$ cat src/rtl/fpa_stream_accumulator_if.sv
`default_nettype none
// ============================================================================
// Module   : fpa_stream_accumulator_if
// Brief    : Operand stream, adder drive/return and sum handshake bundle.
// Revision : 1.0
// ============================================================================
interface fpa_stream_accumulator_if #(
    parameter int LEN_W = 8
);
    logic             start;
    logic [LEN_W-1:0] len;
    logic             in_valid;
    logic             in_ready;
    logic [31:0]      in_data;
    logic [31:0]      add_a;
    logic [31:0]      add_b;
    logic [31:0]      add_o;
    logic             add_of;
    logic             sum_valid;
    logic             sum_ready;
    logic [31:0]      sum_data;
    logic             sum_of;
    logic             busy;

    // Accumulator side.
    modport slave (
        input  start, len, in_valid, in_data, add_o, add_of, sum_ready,
        output in_ready, add_a, add_b, sum_valid, sum_data, sum_of, busy
    );

    // Producer / adder / consumer side.
    modport master (
        output start, len, in_valid, in_data, add_o, add_of, sum_ready,
        input  in_ready, add_a, add_b, sum_valid, sum_data, sum_of, busy
    );
endinterface
`default_nettype wire

$ cat src/rtl/fpa_stream_accumulator.sv
`default_nettype none
// ============================================================================
// Module   : fpa_stream_accumulator
// Brief    : Left-folds a length-tagged FP32 stream through an external adder.
// Revision : 1.0
// ============================================================================
module fpa_stream_accumulator #(
    parameter int LEN_W = 8
) (
    input  wire logic                   clk,
    input  wire logic                   rst,
    fpa_stream_accumulator_if.slave     bus
);
    typedef enum logic [1:0] {
        S_IDLE  = 2'd0,
        S_ACCUM = 2'd1,
        S_DONE  = 2'd2
    } state_t;

    state_t           state_q, state_d;
    logic [LEN_W-1:0] len_q,   len_d;
    logic [LEN_W-1:0] cnt_q,   cnt_d;
    logic [31:0]      acc_q,   acc_d;
    logic             of_q,    of_d;

    always_ff @(posedge clk) begin
        if (rst) begin
            state_q <= S_IDLE;
            len_q   <= '0;
            cnt_q   <= '0;
            acc_q   <= 32'h0000_0000;
            of_q    <= 1'b0;
        end else begin
            state_q <= state_d;
            len_q   <= len_d;
            cnt_q   <= cnt_d;
            acc_q   <= acc_d;
            of_q    <= of_d;
        end
    end

    always_comb begin
        state_d = state_q;
        len_d   = len_q;
        cnt_d   = cnt_q;
        acc_d   = acc_q;
        of_d    = of_q;
        case (state_q)
            S_IDLE: begin
                if (bus.start) begin
                    len_d   = bus.len;
                    cnt_d   = '0;
                    acc_d   = 32'h0000_0000;
                    of_d    = 1'b0;
                    state_d = (bus.len == '0) ? S_DONE : S_ACCUM;
                end
            end
            S_ACCUM: begin
                if (bus.in_valid) begin
                    acc_d = bus.add_o;
                    of_d  = of_q | bus.add_of;
                    cnt_d = cnt_q + LEN_W'(1);
                    // Stop one short of len_q so cnt never has to hold 2^LEN_W.
                    if (cnt_q == len_q - LEN_W'(1)) begin
                        state_d = S_DONE;
                    end
                end
            end
            S_DONE: begin
                if (bus.sum_ready) begin
                    state_d = S_IDLE;
                end
            end
            default: state_d = S_IDLE;
        endcase
    end

    always_comb begin
        bus.in_ready  = (state_q == S_ACCUM);
        bus.sum_valid = (state_q == S_DONE);
        bus.sum_data  = (state_q == S_DONE) ? acc_q : 32'h0000_0000;
        bus.sum_of    = (state_q == S_DONE) ? of_q  : 1'b0;
        bus.busy      = (state_q != S_IDLE);
        bus.add_a     = acc_q;
        // Zero B outside ACCUM so the adder simply echoes the running sum.
        bus.add_b     = (state_q == S_ACCUM) ? bus.in_data : 32'h0000_0000;
    end
endmodule
`default_nettype wire

$ cat src/flat_wrapper.sv
// flat-port wrapper written by rule: the top's interface ports become plain ports
module fpa_stream_accumulator_flat 
#(
    parameter int LEN_W = 8
)
  (clk, rst, bus_start, bus_len, bus_in_valid, bus_in_data, bus_add_o, bus_add_of, bus_sum_ready, bus_in_ready, bus_add_a, bus_add_b, bus_sum_valid, bus_sum_data, bus_sum_of, bus_busy);
  fpa_stream_accumulator_if #(.LEN_W(LEN_W)) bus_i ();
  input  wire logic clk;
  input  wire logic rst;
  input wire logic [$bits(bus_i.start)-1:0] bus_start;
  input wire logic [$bits(bus_i.len)-1:0] bus_len;
  input wire logic [$bits(bus_i.in_valid)-1:0] bus_in_valid;
  input wire logic [$bits(bus_i.in_data)-1:0] bus_in_data;
  input wire logic [$bits(bus_i.add_o)-1:0] bus_add_o;
  input wire logic [$bits(bus_i.add_of)-1:0] bus_add_of;
  input wire logic [$bits(bus_i.sum_ready)-1:0] bus_sum_ready;
  output wire logic [$bits(bus_i.in_ready)-1:0] bus_in_ready;
  output wire logic [$bits(bus_i.add_a)-1:0] bus_add_a;
  output wire logic [$bits(bus_i.add_b)-1:0] bus_add_b;
  output wire logic [$bits(bus_i.sum_valid)-1:0] bus_sum_valid;
  output wire logic [$bits(bus_i.sum_data)-1:0] bus_sum_data;
  output wire logic [$bits(bus_i.sum_of)-1:0] bus_sum_of;
  output wire logic [$bits(bus_i.busy)-1:0] bus_busy;
  assign bus_i.start = bus_start;
  assign bus_i.len = bus_len;
  assign bus_i.in_valid = bus_in_valid;
  assign bus_i.in_data = bus_in_data;
  assign bus_i.add_o = bus_add_o;
  assign bus_i.add_of = bus_add_of;
  assign bus_i.sum_ready = bus_sum_ready;
  assign bus_in_ready = bus_i.in_ready;
  assign bus_add_a = bus_i.add_a;
  assign bus_add_b = bus_i.add_b;
  assign bus_sum_valid = bus_i.sum_valid;
  assign bus_sum_data = bus_i.sum_data;
  assign bus_sum_of = bus_i.sum_of;
  assign bus_busy = bus_i.busy;
  fpa_stream_accumulator #(.LEN_W(LEN_W)) u_core (.clk(clk), .rst(rst), .bus(bus_i));
endmodule
$ cat config.mk
export PLATFORM = sky130hd
export DESIGN_NAME = fpa_stream_accumulator_flat
export DESIGN_NICKNAME = d
export VERILOG_FILES = /design/src/rtl/fpa_stream_accumulator_if.sv /design/src/rtl/fpa_stream_accumulator.sv /design/src/flat_wrapper.sv
export SDC_FILE = /design/constraint.sdc
export NUM_CORES = 1
export LEC_CHECK = 0
export ABC_AREA = 0
export CORE_MARGIN = 5
export CORE_UTILIZATION = 30
export CTS_CLUSTER_SIZE = 24
export DETAILED_ROUTE_END_ITERATION = 6
export PLACE_DENSITY = 0.81
export REMOVE_ABC_BUFFERS = 1
export SETUP_SLACK_MARGIN = 0.4
export SYNTH_ARGS = -nofsm -noshare
export SYNTH_HDL_FRONTEND = slang
export SYNTH_SLANG_ARGS = --single-unit
$ cat constraint.sdc
create_clock -name clk -period 5.1 [get_ports clk]
set_input_delay 1.02 -clock clk [delete_from_list [all_inputs] [get_ports clk]]
set_output_delay 1.02 -clock clk [all_outputs]
set_load 0.03 [all_outputs]
==> summary.md, run 1 <==
| Metric | Value |
|---|---|
| Largest net degree at the start of global routing | 38 |
| # DRC | 0 |
| Comb pwr share | 25.6% |
| CTS Buffer Depth | 2 |
| Slew Limit Fails | 0 |
| First-pass GRT wire length | 13880 microns |
| NetSw | 263.9 uW |
| Cell variety after synth | 37 |
| Max IR drop VDD | around 100 uV |
| Fmax | 0.2804 GHz |
| PortBufs | 177 |
| Final Setup Violations | 0 |
| CP required | 4.08 ns |
| Clock sink count | slightly above 50 |
| CTS tree | done |
| Setup CP Type | reg -> out |
| Mapped Area | 2539 sq um |
| Status | finished clean |
| DRT Pass-1 Iters | 4 |
| Routed len/inst | 14.89 microns |
| FP Rows | 33 |
| Io pins | 178 |
| Seq pwr share | 44.4% |
| Post-route ant nets | 0 |
| FF+latch count, synth | 51 |
| # diodes | 0 |
| Synth Warn # | 0 |
| Max-cap violations | 0 |
| Setup crit end kind | output port |
| Commonest register cell after synthesis | dfxtp_1 |
| # nets final | 554 |
| Detailed Route WL | 8637 microns |
| 1st-iter DRT viols | 63 |
| Post_cts resized | 0 |
| Vias per cell | 4.702 |
| Async S/R FF share, synth | 0% |
| Slew HR | 20.28% |
| Largest fanout on the critical path | 34 |
| Post-layout util | 54.67% |
| Grt total ovfl | 0 |
| Period utilization | 69.94% |
| P_int | 696.8 uW |
| Mapped Cells | 309 |
| Clock power frac | 30.0% |
| CORE AREA | 8217 sq um |
| Leak | 1.638 nW |
| Share of cells above drive strength 1 | under 10% |
| Synth-to-Final Area Change | 76.93% |
| Setup bufs post-CTS | 0 |
| Starting density of the core | 30.90% |
| Leading post-synthesis cells by cell area | dfxtp_1 (40%), and2_1 (17%), a22oi_1 (9.8%) |
| Placed cells | between 500 and 600 |
| Leading cell type by number of instances after synthesis | and2_1 |
| Initial antenna violation count | 0 |
| Synth cell count leaders | and2_1 (67), dfxtp_1 (51), nor2_1 (46) |
| Die ar. | ~10000 sq um |
| Die width | 102.0 microns |
| H-Tree Level Count | 2 |
| Final hold vios | 0 |
| Worst Skew | 0.005102 ns |
| Switching Share | 27.47% |
| Post-route insts no fill | 580 |
| Number of flops mapped to enable cells by yosys | 0 |
| Worst Setup Start Kind | flip-flop |
| RSZ-0062 raised after global routing | false |
| Area leader, netlist | dfxtp_1 |
| Detailed Place HPWL | between 6000 and 7000 microns |
| Gr usage total | 16.33% |
| Yosys top cell area share | 40.22% |
| Worst EP arrival | 2.55 ns |
| Die Ht | 102.0 microns |
| PD cells | approximately 210 nW/um^2 |
| Sequential-to-total area share from yosys stat | between 40% and 50% |
| Syn avg cell area | between 8 and 9 sq um |
| HP Class | reg -> reg |
| Vias in the first global route | 2862 |
| Total CTS buffers | 5 |
| Gpl congestion | 0.8153 |
| DR vias | 2727 |
| Post-CTS Hold Buffers | 0 |
| Least-Margin Pin Slew | 1.196 ns |
| Crit path time final | 3.567 ns |
| Setup TNS | 0 ns |
| Clock Latency Late Sink | 0.30 ns |
| Clock Tree Root | clkbuf_8 |
| Reg clk slew, reported paths | 0.09 ns |
## final timing paths
path                                                      from                           end  slack, ns  depth (start not counted)
worst max-delay path            u_core.state_q[1]$_SDFFE_PP0P_              bus_sum_data[24]       1.53                          3
worst min-delay path              u_core.len_q[7]$_SDFFE_PP0P_  u_core.len_q[7]$_SDFFE_PP0P_       0.48                          2
worst max register to register  u_core.state_q[0]$_SDFFE_PP0P_  u_core.cnt_q[7]$_SDFFE_PP0P_       2.98                          5
worst min register to register    u_core.len_q[7]$_SDFFE_PP0P_  u_core.len_q[7]$_SDFFE_PP0P_       0.48                          2
## critical path, stage by stage, from the launching register on
cell             delay, ns
dfxtp_1               0.45
nor2b_2               0.86
and2_1                0.24
clkdlybuf4s50_1       0.67
## state kept, by name, indices dropped and copies added (netlist names)
register,count
u_core.state_q,2
u_core.of_q,1
u_core.bus.add_a,32
u_core.cnt_q,8
u_core.len_q,8
## per-stage QoR
stage / area [sq um] / hold slack [ns] / setup slack (ns) / power, mW
detailed placement: 4374 / 0.4739 / 1.760 / 0.6826
CTS: 4492 / 0.4922 / 1.411 / 0.9758
finish: 4492 / 0.4850 / 1.533 / 0.9606
global placement: 4374 / 0.4467 / 1.799 / 0.6772
floorplan: 2454 / 0.4285 / 2.106 / 0.5516
global route: 4492 / 0.5193 / 1.256 / 1.009
## area by class of cell
class / count / area, sq um
Clock buffer: 6 / 82.58
Clock inverter: 2 / 35.03
Fill cell: 736 / 3725
Inverter: 4 / 15.01
Multi-Input combinational cell: 233 / 1420
Sequential cell: 51 / 1021
Tap cell: 105 / 131.4
Timing Repair Buffer: 179 / 1787
## power groups by stage
stage	Combinational [mW]	Sequential, mW	Clock [mW]
4_1_cts	0.248	0.427	0.301
3_3_place_gp	0.242	0.435	0
5_1_grt	0.263	0.429	0.317
2_1_floorplan	0.102	0.450	0
6_report	0.246	0.427	0.288
3_5_place_dp	0.247	0.436	0
## routing by layer
metal	wire length (microns)	global-route usage, %
met1	3681	20.79
met2	4341	27.09
met3	454	4.300
met4	160	5.045
met5	0	0
## kinds of logic after synthesis
group	count (synthesis)	share of synthesized area [%]
compound gates	53	14.69
mux	2	0.7886
fa+ha+maj	2	0.9855
flops	51	40.22
buf+inv	25	3.943
xor+xnor	17	5.865
simple gates	159	33.51
## layout by cell type, fill, tap and decap left out, types with 2 or more instances in the layout
cell type / count
xor2_1: 6
mux2i_1: 2
inv_1: 4
a21oi_1: 13
nand2_1: 24
and2_1: 67
clkbuf_8: 6
xnor2_1: 11
nor3_1: 2
nor4_1: 2
ha_1: 2
dfxtp_1: 51
clkdlybuf4s50_1: 177
a22oi_1: 33
buf_4: 2
nand2b_1: 2
nand4_1: 3
nor2_1: 46
nand3_1: 2
Power figures use the tool's default switching activity.
==> run 2, diff against run 1 <==
--- a/config.mk
+++ b/config.mk
@@ -10,7 +10,7 @@
 export CORE_UTILIZATION = 30
 export CTS_CLUSTER_SIZE = 24
 export DETAILED_ROUTE_END_ITERATION = 6
-export PLACE_DENSITY = 0.81
+export PLACE_DENSITY = 0.83
 export REMOVE_ABC_BUFFERS = 1
 export SETUP_SLACK_MARGIN = 0.4
 export SYNTH_ARGS = -nofsm -noshare
==> constraint.sdc (replaced) <==
create_clock -name clk -period 3.2 [get_ports clk]
set_input_delay 0.64 -clock clk [delete_from_list [all_inputs] [get_ports clk]]
set_output_delay 0.64 -clock clk [all_outputs]
set_load 0.03 [all_outputs]
==> run 2 against run 1 <==
Against the previous run:
- register-to-register slack worse by 1.9 ns
- count of clock-buffer cells in the layout unchanged
- non-clock buffer count grew 1
- clock power increased by 63%
- sequential share of layout area shrank 0.057 points
- global-route usage is 0.80 points higher
- clock skew is 0.00091 ns higher
- combinational power grew 60%
- core utilization up 0.14 points
- sequential power up 59%
==> summary.md, run 2 (same netlist as run 1, synthesis figures left out) <==
| Metric | Value |
|---|---|
| Worst EP arrival | 2.02 ns |
| Setup crit end kind | output port |
| Clock sink count | 51 |
| Crit path time final | approximately 2.7 ns |
| Min-Delay Startpoint | u_core.of_q$_SDFFE_PP0P_ |
| CP max stage cell | clkdlybuf4s50_1 |
| GR Util met2 | 30.23% |
| Worst Setup Start Kind | flip-flop |
| Clock Tree Root | clkbuf_8 |
| # nets final | 555 |
| Die Ht | 102.0 microns |
| Die width | 102.0 microns |
| Clock power frac | between 30 and 40% |
| Leak | 1.663 nW |
| Setup CP Type | reg -> out |
| Switching Share | 27.93% |
| Final Worst Setup Slack | around 0.54 ns |
| CTS tree | done |
| Commonest cells after routing, fill and taps aside | clkdlybuf4s50_1 (175), and2_1 (67), dfxtp_1 (51) |
| DRT Pass-1 Iters | 4 |
| Max reg flops | 32 |
| Fmax | 0.3761 GHz |
| WHS Endpoint | u_core.of_q$_SDFFE_PP0P_ |
| Worst r2r src | u_core.state_q[0]$_SDFFE_PP0P_ |
| Grt total ovfl | 0 |
| Routed len/inst | 15.51 microns |
| Met1 usage | between 20% and 30% |
| Pre-CTS worst setup slack | 0.5665 ns |
| Worst reg2reg setup slack | 1.12 ns |
| # DRC | 0 |
| Met3 Track Usage GR | 3.823% |
| FP Rows | 33 |
| P_int | 1.112 mW |
| Largest fanout on the critical path | 34 |
| Post-route ant nets | 0 |
| Synth-to-Final Area Change | 77.38% |
| Final Setup Violations | 0 |
| Commonest non-fill, non-tap cell in the layout | clkdlybuf4s50_1 |
| Worst Reg-to-Reg Cells | 5 |
| Initial antenna violation count | 0 |
| 1st-iter DRT viols | 72 |
| PortBufs | 177 |
| # diodes | 0 |
| GR peak layer | met2 |
| Seq pwr share | 44.1% |
| CP required | about 2.6 ns |
| Slew Limit Fails | 0 |
| CTS Buffer Depth | 2 |
| CP cell instances | nor2b_2 > buf_6 > and2_1 > clkdlybuf4s50_1 |
| Comb pwr share | approximately a quarter |
| PD cells | 342.5 nW/um^2 |
| Vias in the first global route | ~2.8k |
| Clock Latency Late Sink | 0.30 ns |
| Detailed Route WL | 9010 microns |
| HP Class | reg -> reg |
| Period utilization | 83.08% |
| Io pins | 178 |
| Least-Margin Pin Slew | around 0.82 ns |
| Max IR drop VDD | approximately 180 uV |
| Fill cell count | 751 |
| Largest net degree at the start of global routing | 46 |
| CORE AREA | just over 8000 sq um |
| Slowest Stage Delay on Critical Path | 0.69 ns |
| RR Endpoint | u_core.bus.add_a[12]$_SDFFE_PP0P_ |
| Share of cells above drive strength 1 | 4.412% |
| Starting density of the core | 30.90% |
| Total CTS buffers | 5 |
| Vias per cell | about 4.7 |
| Max-cap violations | 0 |
| Detailed Place HPWL | about 7000 microns |
| Gpl congestion | 0.8277 |
| WHS Path Cells | 2 |
| Status | finished clean |
| Tot Pwr | about 1.5 mW |
| Slew HR | between 40% and 50% |
| Reg clk slew, reported paths | 0.10 ns |
| Final hold vios | 0 |
| Setup TNS | 0 ns |
| RSZ-0062 raised after global routing | false |
| Gr usage total | 17.14% |
| DR vias | about 2.7k |
| NetSw | about 430 uW |
| H-Tree Level Count | 2 |
| Die ar. | 10400 sq um |
| First-pass GRT wire length | about 14000 microns |
| Worst Skew | 0.006009 ns |
==> run 2: worst max-delay path, delay by kind of cell (launching register included) <==
kind / cells / cell delay [ns]
buffers and inverters: 2 / 0.92
flip-flops: 1 / 0.44
AND/OR/NAND/NOR: 2 / 0.36
==> run 2: layout make-up <==
type	instances	area [sq um]	share of cell area [%]
Clock buffer	6	82.58	1.834
Clock inverter	2	35.03	0.7780
Inverter	4	15.01	0.3334
Multi-Input combinational cell	233	1423	31.59
Sequential cell	51	1021	22.67
Tap cell	105	131.4	2.917
Timing Repair Buffer	180	1795	39.87
==> run 2: per-layer routing <==
layer,wire length [microns],vias up
li1,-,1364
met1,3738,1278
met2,4728,72
met3,422,10
met4,120,0
met5,0,-
==> run 2: stage by stage <==
step	hold slack (ns)	util [%]	std cells	cell area (sq um)
2_1_floorplan	0.4285	-	288	2454
3_3_place_gp	0.4493	53.27	573	4377
3_5_place_dp	0.4548	53.27	573	4377
4_1_cts	0.4775	54.71	581	4496
5_1_grt	0.5076	54.80	581	4503
6_report	0.4746	54.80	581	4503
==> run 2: timing repair <==
action                                  in CTS  in global routing
pin swaps                                    0                  0
resized for setup                            1                  3
setup buffers                                0                  0
hold buffers                                 0                  0
endpoints found under the setup margin      33                 65
==> run 2: worst max-delay path by stage <==
stage / start / end / slack (ns) / cells past startpoint
finish: u_core.state_q[1]$_SDFFE_PP0P_ / bus_sum_data[2] / 0.54 / 4
global route: u_core.state_q[1]$_SDFFE_PP0P_ / bus_sum_data[19] / 0.40 / 4
CTS: u_core.state_q[1]$_SDFFE_PP0P_ / bus_sum_data[14] / 0.44 / 4
detailed placement: u_core.state_q[0]$_SDFFE_PP0P_ / bus_add_b[17] / 0.57 / 3
global placement: u_core.state_q[0]$_SDFFE_PP0P_ / bus_add_b[5] / 0.63 / 3
floorplan: u_core.state_q[1]$_SDFFE_PP0P_ / bus_sum_data[0] / 0.59 / 2
==> run 2: power by group through the flow <==
stage          Combinational [mW]  Sequential [mW]  Clock [mW]
2_1_floorplan               0.163            0.716           0
3_3_place_gp                0.387            0.693           0
3_5_place_dp                0.394            0.694           0
4_1_cts                     0.396            0.680       0.480
5_1_grt                     0.422            0.684       0.499
6_report                    0.394            0.680       0.469
